## src/rtl/record_timer.sv

```systemverilog
// record_timer: counts qualifying ticks against a limit latched at start, with one-shot or
// auto-reload operation. Define RECORD_TIMER_WARN_EN to build the near-limit warn output.
module record_timer #(
  parameter int unsigned WIDTH         = 18,
  parameter int unsigned DEFAULT_LIMIT = 125000,
  parameter bit          USE_DEFAULT   = 1'b1,
  parameter int unsigned WARN_MARGIN   = 1000
) (
  input  logic             clock,
  input  logic             reset,
  input  logic             start,
  input  logic             pause,
  input  logic             clear,
  input  logic             tick,
  input  logic             auto_reload,
  input  logic [WIDTH-1:0] cfg_limit,
  output logic [WIDTH-1:0] count,
  output logic             running,
  output logic             expired,
  output logic             expired_pulse,
  output logic             warn
);

  typedef enum logic [1:0] {
    S_IDLE  = 2'd0,
    S_RUN   = 2'd1,
    S_PAUSE = 2'd2,
    S_DONE  = 2'd3
  } state_e;

  localparam logic [WIDTH-1:0] ZERO    = {WIDTH{1'b0}};
  localparam logic [WIDTH-1:0] ONE     = {{(WIDTH-1){1'b0}}, 1'b1};
  localparam logic [WIDTH-1:0] DEF_LIM = WIDTH'(DEFAULT_LIMIT);

  if ((64'(DEFAULT_LIMIT) >= (64'd1 << WIDTH)) || (64'(WARN_MARGIN) >= (64'd1 << WIDTH))) begin : g_cfg_check
    $error("record_timer: DEFAULT_LIMIT and WARN_MARGIN must fit in WIDTH bits");
  end

  state_e           state_q, state_d;
  logic [WIDTH-1:0] count_q, count_d;
  logic [WIDTH-1:0] limit_q, limit_d;
  logic             reload_q, reload_d;
  logic             running_q, running_d;
  logic             expired_q, expired_d;
  logic             pulse_q, pulse_d;
  logic             expire_s;
  logic [WIDTH-1:0] eff_limit_s;
  logic [WIDTH-1:0] count_inc_s;

  assign eff_limit_s = (USE_DEFAULT && (cfg_limit == ZERO)) ? DEF_LIM : cfg_limit;
  // count_q < limit_q always holds in RUN, so the increment cannot wrap
  assign count_inc_s = count_q + ONE;

  always_ff @(posedge clock or posedge reset) begin
    if (reset) begin
      state_q   <= S_IDLE;
      count_q   <= ZERO;
      limit_q   <= ZERO;
      reload_q  <= 1'b0;
      running_q <= 1'b0;
      expired_q <= 1'b0;
      pulse_q   <= 1'b0;
    end else begin
      state_q   <= state_d;
      count_q   <= count_d;
      limit_q   <= limit_d;
      reload_q  <= reload_d;
      running_q <= running_d;
      expired_q <= expired_d;
      pulse_q   <= pulse_d;
    end
  end

  always_comb begin
    state_d  = state_q;
    count_d  = count_q;
    limit_d  = limit_q;
    reload_d = reload_q;
    expire_s = 1'b0;
    if (clear) begin
      state_d = S_IDLE;
      count_d = ZERO;
    end else if (start) begin
      limit_d  = eff_limit_s;
      reload_d = auto_reload;
      count_d  = ZERO;
      if (eff_limit_s == ZERO) begin
        state_d  = S_DONE;
        expire_s = 1'b1;
      end else begin
        state_d = S_RUN;
      end
    end else begin
      case (state_q)
        S_RUN: begin
          if (pause) begin
            state_d = S_PAUSE;
          end else if (tick) begin
            if (count_inc_s == limit_q) begin
              expire_s = 1'b1;
              if (reload_q) begin
                count_d = ZERO;
              end else begin
                count_d = limit_q;
                state_d = S_DONE;
              end
            end else begin
              count_d = count_inc_s;
            end
          end else begin
            state_d = S_RUN;
          end
        end
        S_PAUSE: begin
          if (!pause) begin
            state_d = S_RUN;
          end else begin
            state_d = S_PAUSE;
          end
        end
        S_IDLE:  state_d = S_IDLE;
        S_DONE:  state_d = S_DONE;
        default: state_d = S_IDLE;
      endcase
    end
  end

  always_comb begin
    running_d = (state_d == S_RUN) || (state_d == S_PAUSE);
    pulse_d   = expire_s;
    if (clear) begin
      expired_d = 1'b0;
    end else if (start) begin
      expired_d = expire_s;
    end else begin
      expired_d = expired_q | expire_s;
    end
  end

`ifdef RECORD_TIMER_WARN_EN
  localparam logic [WIDTH-1:0] WARN_M = WIDTH'(WARN_MARGIN);
  logic warn_q, warn_d;

  // warn is derived from next-state values so it moves on the same edge as count
  always_comb begin
    if (running_d) begin
      warn_d = ((limit_d - count_d) <= WARN_M);
    end else begin
      warn_d = 1'b0;
    end
  end

  always_ff @(posedge clock or posedge reset) begin
    if (reset) begin
      warn_q <= 1'b0;
    end else begin
      warn_q <= warn_d;
    end
  end

  assign warn = warn_q;
`else
  assign warn = 1'b0;
`endif

  assign count         = count_q;
  assign running       = running_q;
  assign expired       = expired_q;
  assign expired_pulse = pulse_q;

endmodule

```

## config.mk

```make
export PLATFORM = sky130hd
export DESIGN_NAME = record_timer
export DESIGN_NICKNAME = d
export VERILOG_FILES = /design/src/rtl/record_timer.sv
export SDC_FILE = /design/constraint.sdc
export NUM_CORES = 1
export LEC_CHECK = 0
export ABC_AREA = 0
export CAP_MARGIN = 10
export CORE_ASPECT_RATIO = 0.9
export CORE_UTILIZATION = 25
export DETAILED_ROUTE_END_ITERATION = 8
export PLACE_DENSITY = 0.42
export SLEW_MARGIN = 25
export SYNTH_ARGS = -nofsm -noshare
export SYNTH_HDL_FRONTEND = slang
export SYNTH_SLANG_ARGS = --single-unit
```

## constraint.sdc

```tcl
create_clock -name clock -period 4.7 [get_ports clock]
set_input_delay 0.47 -clock clock [delete_from_list [all_inputs] [get_ports clock]]
set_output_delay 0.47 -clock clock [all_outputs]
set_load 0.01 [all_outputs]
```

Word level (Yosys, flattened, before mapping)
Cells that the tools add are included.
- output and inout port bits: 22
- bits in registers: 42
- latch bits: 0
- bits of input ports: 25
- logic and storage cells: 51
- memories: 0
- bits in writable memories: 0
- memory bits (read-only): 0
- mux-type cells: 26
- bitwise operators: 2
- add/subtract/negate cells: 1
- $lt $le $gt $ge: 0
- shift-type cells: 0
- divide/modulo/power cells: 0
- equal/unequal tests: 7
- multipliers: 0
- reductions and logical operators: 8
- operator list (kind ; count):
    2-to-1 mux 18 bit ; 8
    logical NOT 18 bit ; 2
    adder 18 x 1 -> 18 bit, second input constant ; 1
    == test 18 bit ; 1
    2-to-1 mux 2 bit ; 8
    2-to-1 mux 1 bit ; 9
    one-hot mux 2 bit (4 select lines) ; 1
    == test 2 bit, second input constant ; 3
    nonzero test 3 bit ; 2
    == test 2 x 1 -> 1 bit, second input constant ; 2
    != test 3 x 2 -> 1 bit, second input constant ; 1
    AND reduction 3 bit ; 1
    logical NOT 2 bit ; 1
    AND reduction 2 bit ; 1
    logical OR 1 bit ; 1
    NOT 1 bit ; 1
    bitwise OR 1 bit ; 1

Depth between registers and ports, before layout
Gate-level depths: netlist of run 1.
- depth in word-level cells: 11
- gate-level depth with buffers: 11
- mapped depth without buffers: 9

Least setup slack after synthesis of run 1
No wires, ideal clock.
- kind: flip-flop to flip-flop
- from: register count_q[0], in the netlist count[0]
- to: register count_q[2], in the netlist count[2]
- path buffers: 1
- setup time: 123 ps
- cell stages (with the launch flop): 11
- clock period less this slack: 2976 ps
- arrival time: 2853 ps
- setup slack: 1724 ps
- required time: 4577 ps
- cell sequence: dfrtp_1 -> ha_1 -> nand3_2 -> or4_1 -> a21oi_1 -> o22ai_1 -> nor4_4 -> nand2_2 -> buf_6 -> mux2_4 -> o221a_1
- cells in the longest elaborated chain, start to end: 8
- RTL lines (item ; RTL line ; text):
    start: declaration ; 40 ; logic [WIDTH-1:0] count_q, count_d;
    start signal: assignment ; 65 ; count_q <= count_d;
    adder 18 x 1 -> 18 bit (*) ; 52 ; assign count_inc_s = count_q + ONE;
    == test 18 bit ; 99 ; if (count_inc_s == limit_q) begin
    2-to-1 mux 18 bit (*) ; 99 ;
    2-to-1 mux 18 bit (*) ; 98 ; end else if (tick) begin
    2-to-1 mux 18 bit (*) ; 96 ; if (pause) begin
    2-to-1 mux 18 bit (*) ; 94 ; case (state_q)
    2-to-1 mux 18 bit (*) ; 83 ; end else if (start) begin
    2-to-1 mux 18 bit (*) ; 80 ; if (clear) begin
Every way passes the cells marked *; elsewhere a longest branch is shown, timed or not. The select of a mux whose other input is x is not followed.
A chain may end at the register's enable or synchronous reset.

Worst setup path after layout of run 1
- from: register count_q[0], in the netlist count[0]
- to: register count_q[11], in the netlist count[11]
Same word-level chain as after synthesis.

==> results of run 1 <==
how the worst max path moves through the flow:
stage / to / cells after the start
floorplan: count[2]$_DFFE_PP0P_ / 10
global placement: count[15]$_DFFE_PP0P_ / 9
detailed placement: count[11]$_DFFE_PP0P_ / 9
CTS: count[11]$_DFFE_PP0P_ / 9
global route: count[5]$_DFFE_PP0P_ / 9
finish: count[11]$_DFFE_PP0P_ / 9
sequential cells by signal (all words and copies together), names as in the netlist:
| name | count |
|---|---|
| count | 18 |
| expired | 1 |
| expired_pulse | 1 |
| limit_q | 18 |
| reload_q | 1 |
| running | 1 |
| state_q | 2 |
logic make-up (layout without fill, tap and decap cells):
family	Yosys count	count (layout)	share of synthesized area [%]
xor gates and xnor gates	25	25	7.67
adders and majority gates	2	2	0.788
muxes	7	7	2.76
DFF	42	42	36.8
buffers and inverters	29	63	4.64
and+or+nand+nor	140	140	27.2
other	1	1	0.131
AOI/OAI and AO/OA	79	79	20.1
metrics by stage:
stage	power, mW	instance area, sq um
3_5_place_dp	0.568	3420
5_1_grt	0.955	3560
6_report	0.913	3560
2_1_floorplan	0.502	2860
3_3_place_gp	0.568	3420
4_1_cts	0.928	3560
cells in the mapped netlist, types with 5 or more instances:
| cell type | instances |
|---|---|
| a21oi_1 | 22 |
| a22o_1 | 5 |
| a22oi_1 | 5 |
| and3_1 | 9 |
| buf_2 | 7 |
| clkbuf_1 | 13 |
| dfrtp_1 | 42 |
| inv_1 | 5 |
| nand2_1 | 43 |
| nand3_1 | 7 |
| nand4_1 | 9 |
| nor2_1 | 16 |
| nor2b_1 | 8 |
| nor3_1 | 8 |
| nor4_1 | 8 |
| o21ai_0 | 7 |
| o22a_1 | 7 |
| o2bb2ai_1 | 6 |
| or3_1 | 8 |
| xnor2_1 | 18 |
| xor2_1 | 7 |
worst reg2reg max path: cells and delay by family, from the launching register on:
kind | cells | cell delay [ns]
and+or+nand+nor | 5 | 1.86
AOI/OAI and AO/OA | 3 | 0.54
DFF | 1 | 0.48
adders and majority gates | 1 | 0.33
power groups by stage:
stage	registers (mW)	logic [mW]	clock network, mW
after global placement	0.427	0.141	0
after detailed placement	0.427	0.141	0
after global routing	0.424	0.154	0.377
after CTS	0.420	0.142	0.367
after floorplan	0.409	0.0928	0
final	0.419	0.140	0.353
metal layers:
metal	GRT usage [%]	vias to the layer above	wire (um)
li1	-	1268	-
met1	23.0	1234	4590
met2	24.3	73	3790
met3	2.33	8	400
met4	4.10	0	87
met5	0	-	0
layout make-up:
| class | count | share of cell area (%) |
|---|---|---|
| repair buffers | 50 | 13.7 |
| flip-flops and latches | 42 | 29.5 |
| multi-input cells | 254 | 46.9 |
| inverters | 5 | 0.527 |
| clock inverters | 2 | 0.386 |
| well taps | 152 | 5.34 |
| clock buffers | 6 | 3.62 |
==> flow_summary.ini, run 1 <==
[status]
outcome = complete, no violations

[logic_synthesis]
yosys.area.top_type = dfrtp_1
ys_async_sr_fraction_pct = 100
synth_area_leaders = dfrtp_1, nand2_1, xnor2_1, a21oi_1, o22a_1
synth_ff_type = dfrtp_1
yosysWarnings = 0
ys_seq_elements = 42
avgSynthCellArea_sq_um = 8.79
synth_edf_count = 0
synth.yosys.seq_area_share_pct = 36.8
syn_inst = 325
synth_top_area_share_pct = 36.8
synth_fp_nets = 351
synthDistinctLibCells = 61
netlist_area_sq_um = 2860

[timing]
period_share_pct = 69.7
final_hold_viol_count = 0
grt_setup_unrepaired = false
final_max_slew_viol_count = 0
setup_viol = 0
finalCriticalPeriod_ns = 3.28
tightest_slew_ns = 0.675
setup_ws_ns = 1.42
setup-tns-final_ns = 0
max_clock_freq_mhz = 305
relSlewSlack_pct = 54.8
fin_skew_ns = 0.00383
hold_ws_ns = 0.505

[power_and_ir_drop]
clockPowerShare_pct = 38.7
power_density_nw_per_um2 = 256
p_leak_nw = 1.37
internal_power_uw = 650
comb_power_share_pct = 15.3
swShare_pct = 28.8
peakVddDrop_mv = 0.138
p_seq_share_pct = 45.9
p_switching_uw = 263

[worst_hold_path]
min_from = expired$_DFF_PP0_
hold_depth = 2
hp-class = flop to flop
hold_path_end = expired$_DFF_PP0_

[cells_and_area]
fin_nets = 384
final_common_cell = clkdlybuf4s50_1
multiInputGateArea_sq_um = 1670
area_delta_synth_final_pct = 24.7
final_cell_mix = clkdlybuf4s50_1, nand2_1, dfrtp_1
fillers = 1206
instances_no_fill = 511
final_util_pct = 32.4
drive_gt1_share_pct = 6.41
regArea_sq_um = 1050
num_antenna_cells = 0

[global_routing]
antenna_found_initial = 0
grt_pass1_wl_um = 14000
grt_pass1_vias = 2513
grt_max_degree = 43
grt_overflow = 0
track_usage_pct = 15.7

[route]
vias = 2583
drc_errors = 0
drtPass1Iterations = 4
detail-route-antenna-nets = 0
drtIter0Drc = 141
wirelength_um = 8880
vias_per_cell = 5.05
wl_per_cell_um = 17.4

[setup_path]
critical_path.cell_chain = ha_1 > nand3_2 > or4_1 > a21oi_1 > o22ai_1 > nor4_4 > nand2_2 > nor4_4 > o2bb2ai_1
start_kind = flop
path_buf_inv = 0
cpMostUsedCell = nor4_4
cpLargestDelayFamily = simple AND/OR/NAND/NOR gates
rrSetupSlack_ns = 1.42
worst_r2r_path_depth = 9
cp.arrival_ns = 3.49
endpoint_kind = flop
slowest_stage = nor4_4
reg2reg_to = count[11]$_DFFE_PP0P_
critPathLaunch = count[0]$_DFFE_PP0P_
required_ns = 4.91
r2r-start = count[0]$_DFFE_PP0P_
cp_max_fo = 12
slowest_delay_ns = 0.55
path_class = flop to flop

[clock_network]
clk_pin_slew_ns = 0.07
cts_tree = yes
hold_buffers = 0
cts-htree-levels = 2
post_cts_buffers = 0
clockBufferDepth = 2
cts_inserted_buffers = 5
clock_latency_ns = 0.29
numClockSinks = 42
root_buffer = clkbuf_16
cts-resized-gates = 0

[floorplanning]
rows = 36
dieWidth_um = 115
core_area_sq_um = 11000
die_area_sq_um = 11900
die_h_um = 103
pin_count = 47
start_util_pct = 26.0

[flow_run]
cap_violations = 0

[placement]
place_ws_ns = 1.45
post-dp-hpwl_um = 6420
place_inst = 503
gp_congestion = 0.834
port_buffers = 45
Power figures use the tool's default switching activity.
==> inputs of run 2 (changes only) <==
- PLACE_DENSITY: 0.42 -> 0.43
- clock period: 4.7 -> 3 ns (I/O delays scaled with it)
==> run 2 against run 1 <==
Effect of this change: sequential share of layout area decreased by 1.6 points; final cell count increased by 4.1%; sequential cell count unchanged; critical path type unchanged; clock power increased by 81%; clock skew increased by 0.0046 ns; via count increased by 3.4%; critical path depth decreased by 1; sequential power increased by 57%; first-iteration DRC count increased by 43%; global-route usage increased by 0.82 points; combinational power increased by 63%.
==> flow_summary.ini, run 2 (synthesis results as in run 1) <==
[status]
outcome = complete, no violations

[timing]
relSlewSlack_pct = 59.7
tightest_slew_ns = 0.605
final_max_slew_viol_count = 0
final_hold_viol_count = 0
setup-tns-final_ns = 0
grt_setup_unrepaired = true
hold_ws_ns = 0.456
fin_skew_ns = 0.00843
period_share_pct = 95.7
setup_viol = 0
finalCriticalPeriod_ns = 2.87
setup_ws_ns = 0.130
max_clock_freq_mhz = 348

[route]
detail-route-antenna-nets = 0
vias_per_cell = 5.02
wl_per_cell_um = 17.3
wl_met2_um = 4000
route.top_layer_used = met4
wirelength_um = 9190
drt-met1-wl_um = 4620
wl_met3_um = 505
drtIter0Drc = 202
drtPass1Iterations = 4
drc_errors = 0
vias = 2671

[cells_and_area]
num_antenna_cells = 0
drive_gt1_share_pct = 12.4
final_common_cell = clkdlybuf4s50_1
area_delta_synth_final_pct = 32.1
final_cell_mix = clkdlybuf4s50_1, nand2_1, dfrtp_1
final_util_pct = 34.3
instances_no_fill = 532
fin_nets = 405

[global_routing]
grt_overflow = 0
grt_max_degree = 43
grt_pass1_wl_um = 14700
antenna_found_initial = 0
track_usage_pct = 16.6
grt_pass1_vias = 2666

[clock_network]
clk_pin_slew_ns = 0.06
cts_inserted_buffers = 5
cts-htree-levels = 2
clock_latency_ns = 0.29
cts_tree = yes
root_buffer = clkbuf_16
hold_buffers = 0
clockBufferDepth = 2
numClockSinks = 42

[setup_path]
start_kind = flop
path_class = flop to flop
cp_max_fo = 9
required_ns = 3.17
slowest_delay_ns = 0.48
critical_path.cell_chain = and4_1 > and3_1 > nor3b_1 > o22ai_1 > nor4_4 > nand2_2 > mux2_1 > o221a_1
cp.arrival_ns = 3.04
cpLargestDelayFamily = simple AND/OR/NAND/NOR gates
endpoint_kind = flop
path_buf_inv = 0
slowest_stage = dfrtp_1

[flow_run]
cap_violations = 0

[floorplanning]
rows = 36
pin_count = 47
core_area_sq_um = 11000
start_util_pct = 26.0
die_area_sq_um = 11900
die_h_um = 103
dieWidth_um = 115

[placement]
place_ws_ns = 0.172
gp_congestion = 0.853
post-dp-hpwl_um = 6860
port_buffers = 45
place_inst = 524

[power_and_ir_drop]
peakVddDrop_mv = 0.244
p_leak_nw = 1.49
power_density_nw_per_um2 = 404

[worst_hold_path]
hp-class = input port to asynchronous set/reset pin
## run 2: tightest hold or removal path, stage by stage
cell and delay, ns:
clkdlybuf4s50_1 0.40, clkinv_1 0.05, buf_4 0.45
## run 2: power breakdown
group          switching [mW]  leakage (nW)  internal (mW)  total [mW]
combinational           0.117         0.871          0.112       0.228
sequential             0.0560         0.542          0.601       0.657
clock                   0.244        0.0771          0.394       0.638
## run 2: through the flow
step,total power [mW],instance area [sq um]
2_1_floorplan,0.787,2860
3_3_place_gp,0.897,3590
3_5_place_dp,0.897,3590
4_1_cts,1.55,3760
5_1_grt,1.60,3770
6_report,1.52,3770
## run 2: final cells by class
| class | count | area [sq um] |
|---|---|---|
| inverter | 5 | 18.8 |
| tap | 152 | 190 |
| clock buffer | 6 | 129 |
| clock inverter | 2 | 37.5 |
| sequential | 42 | 1050 |
| timing repair buffer | 71 | 662 |
| fill | 1194 | 7220 |
| multi-input combinational | 254 | 1680 |
## run 2: routing by layer
layer,vias up,GRT usage (%)
met5,-,0
met3,4,2.39
met2,73,26.9
met1,1289,23.2
met4,0,4.40
li1,1305,-
## run 2: worst paths after layout
check	to	from	depth (start not counted)	slack [ns]
worst max-delay path	count[4]$_DFFE_PP0P_	count[3]$_DFFE_PP0P_	8	0.13
worst min-delay path	limit_q[0]$_DFFE_PP0P_	reset	3	0.46
worst max register to register	count[4]$_DFFE_PP0P_	count[3]$_DFFE_PP0P_	8	0.13
worst min register to register	expired$_DFF_PP0_	expired$_DFF_PP0_	2	0.51
max in group asynchronous	count[7]$_DFFE_PP0P_	reset	3	2.12
min in group clock	expired$_DFF_PP0_	expired$_DFF_PP0_	2	0.51
## run 2: repair_timing
item / 4_1_cts / 5_1_grt
buffers inserted: 0 / 0
endpoints found under the setup margin: 0 / 3
gates resized for setup: 0 / 4
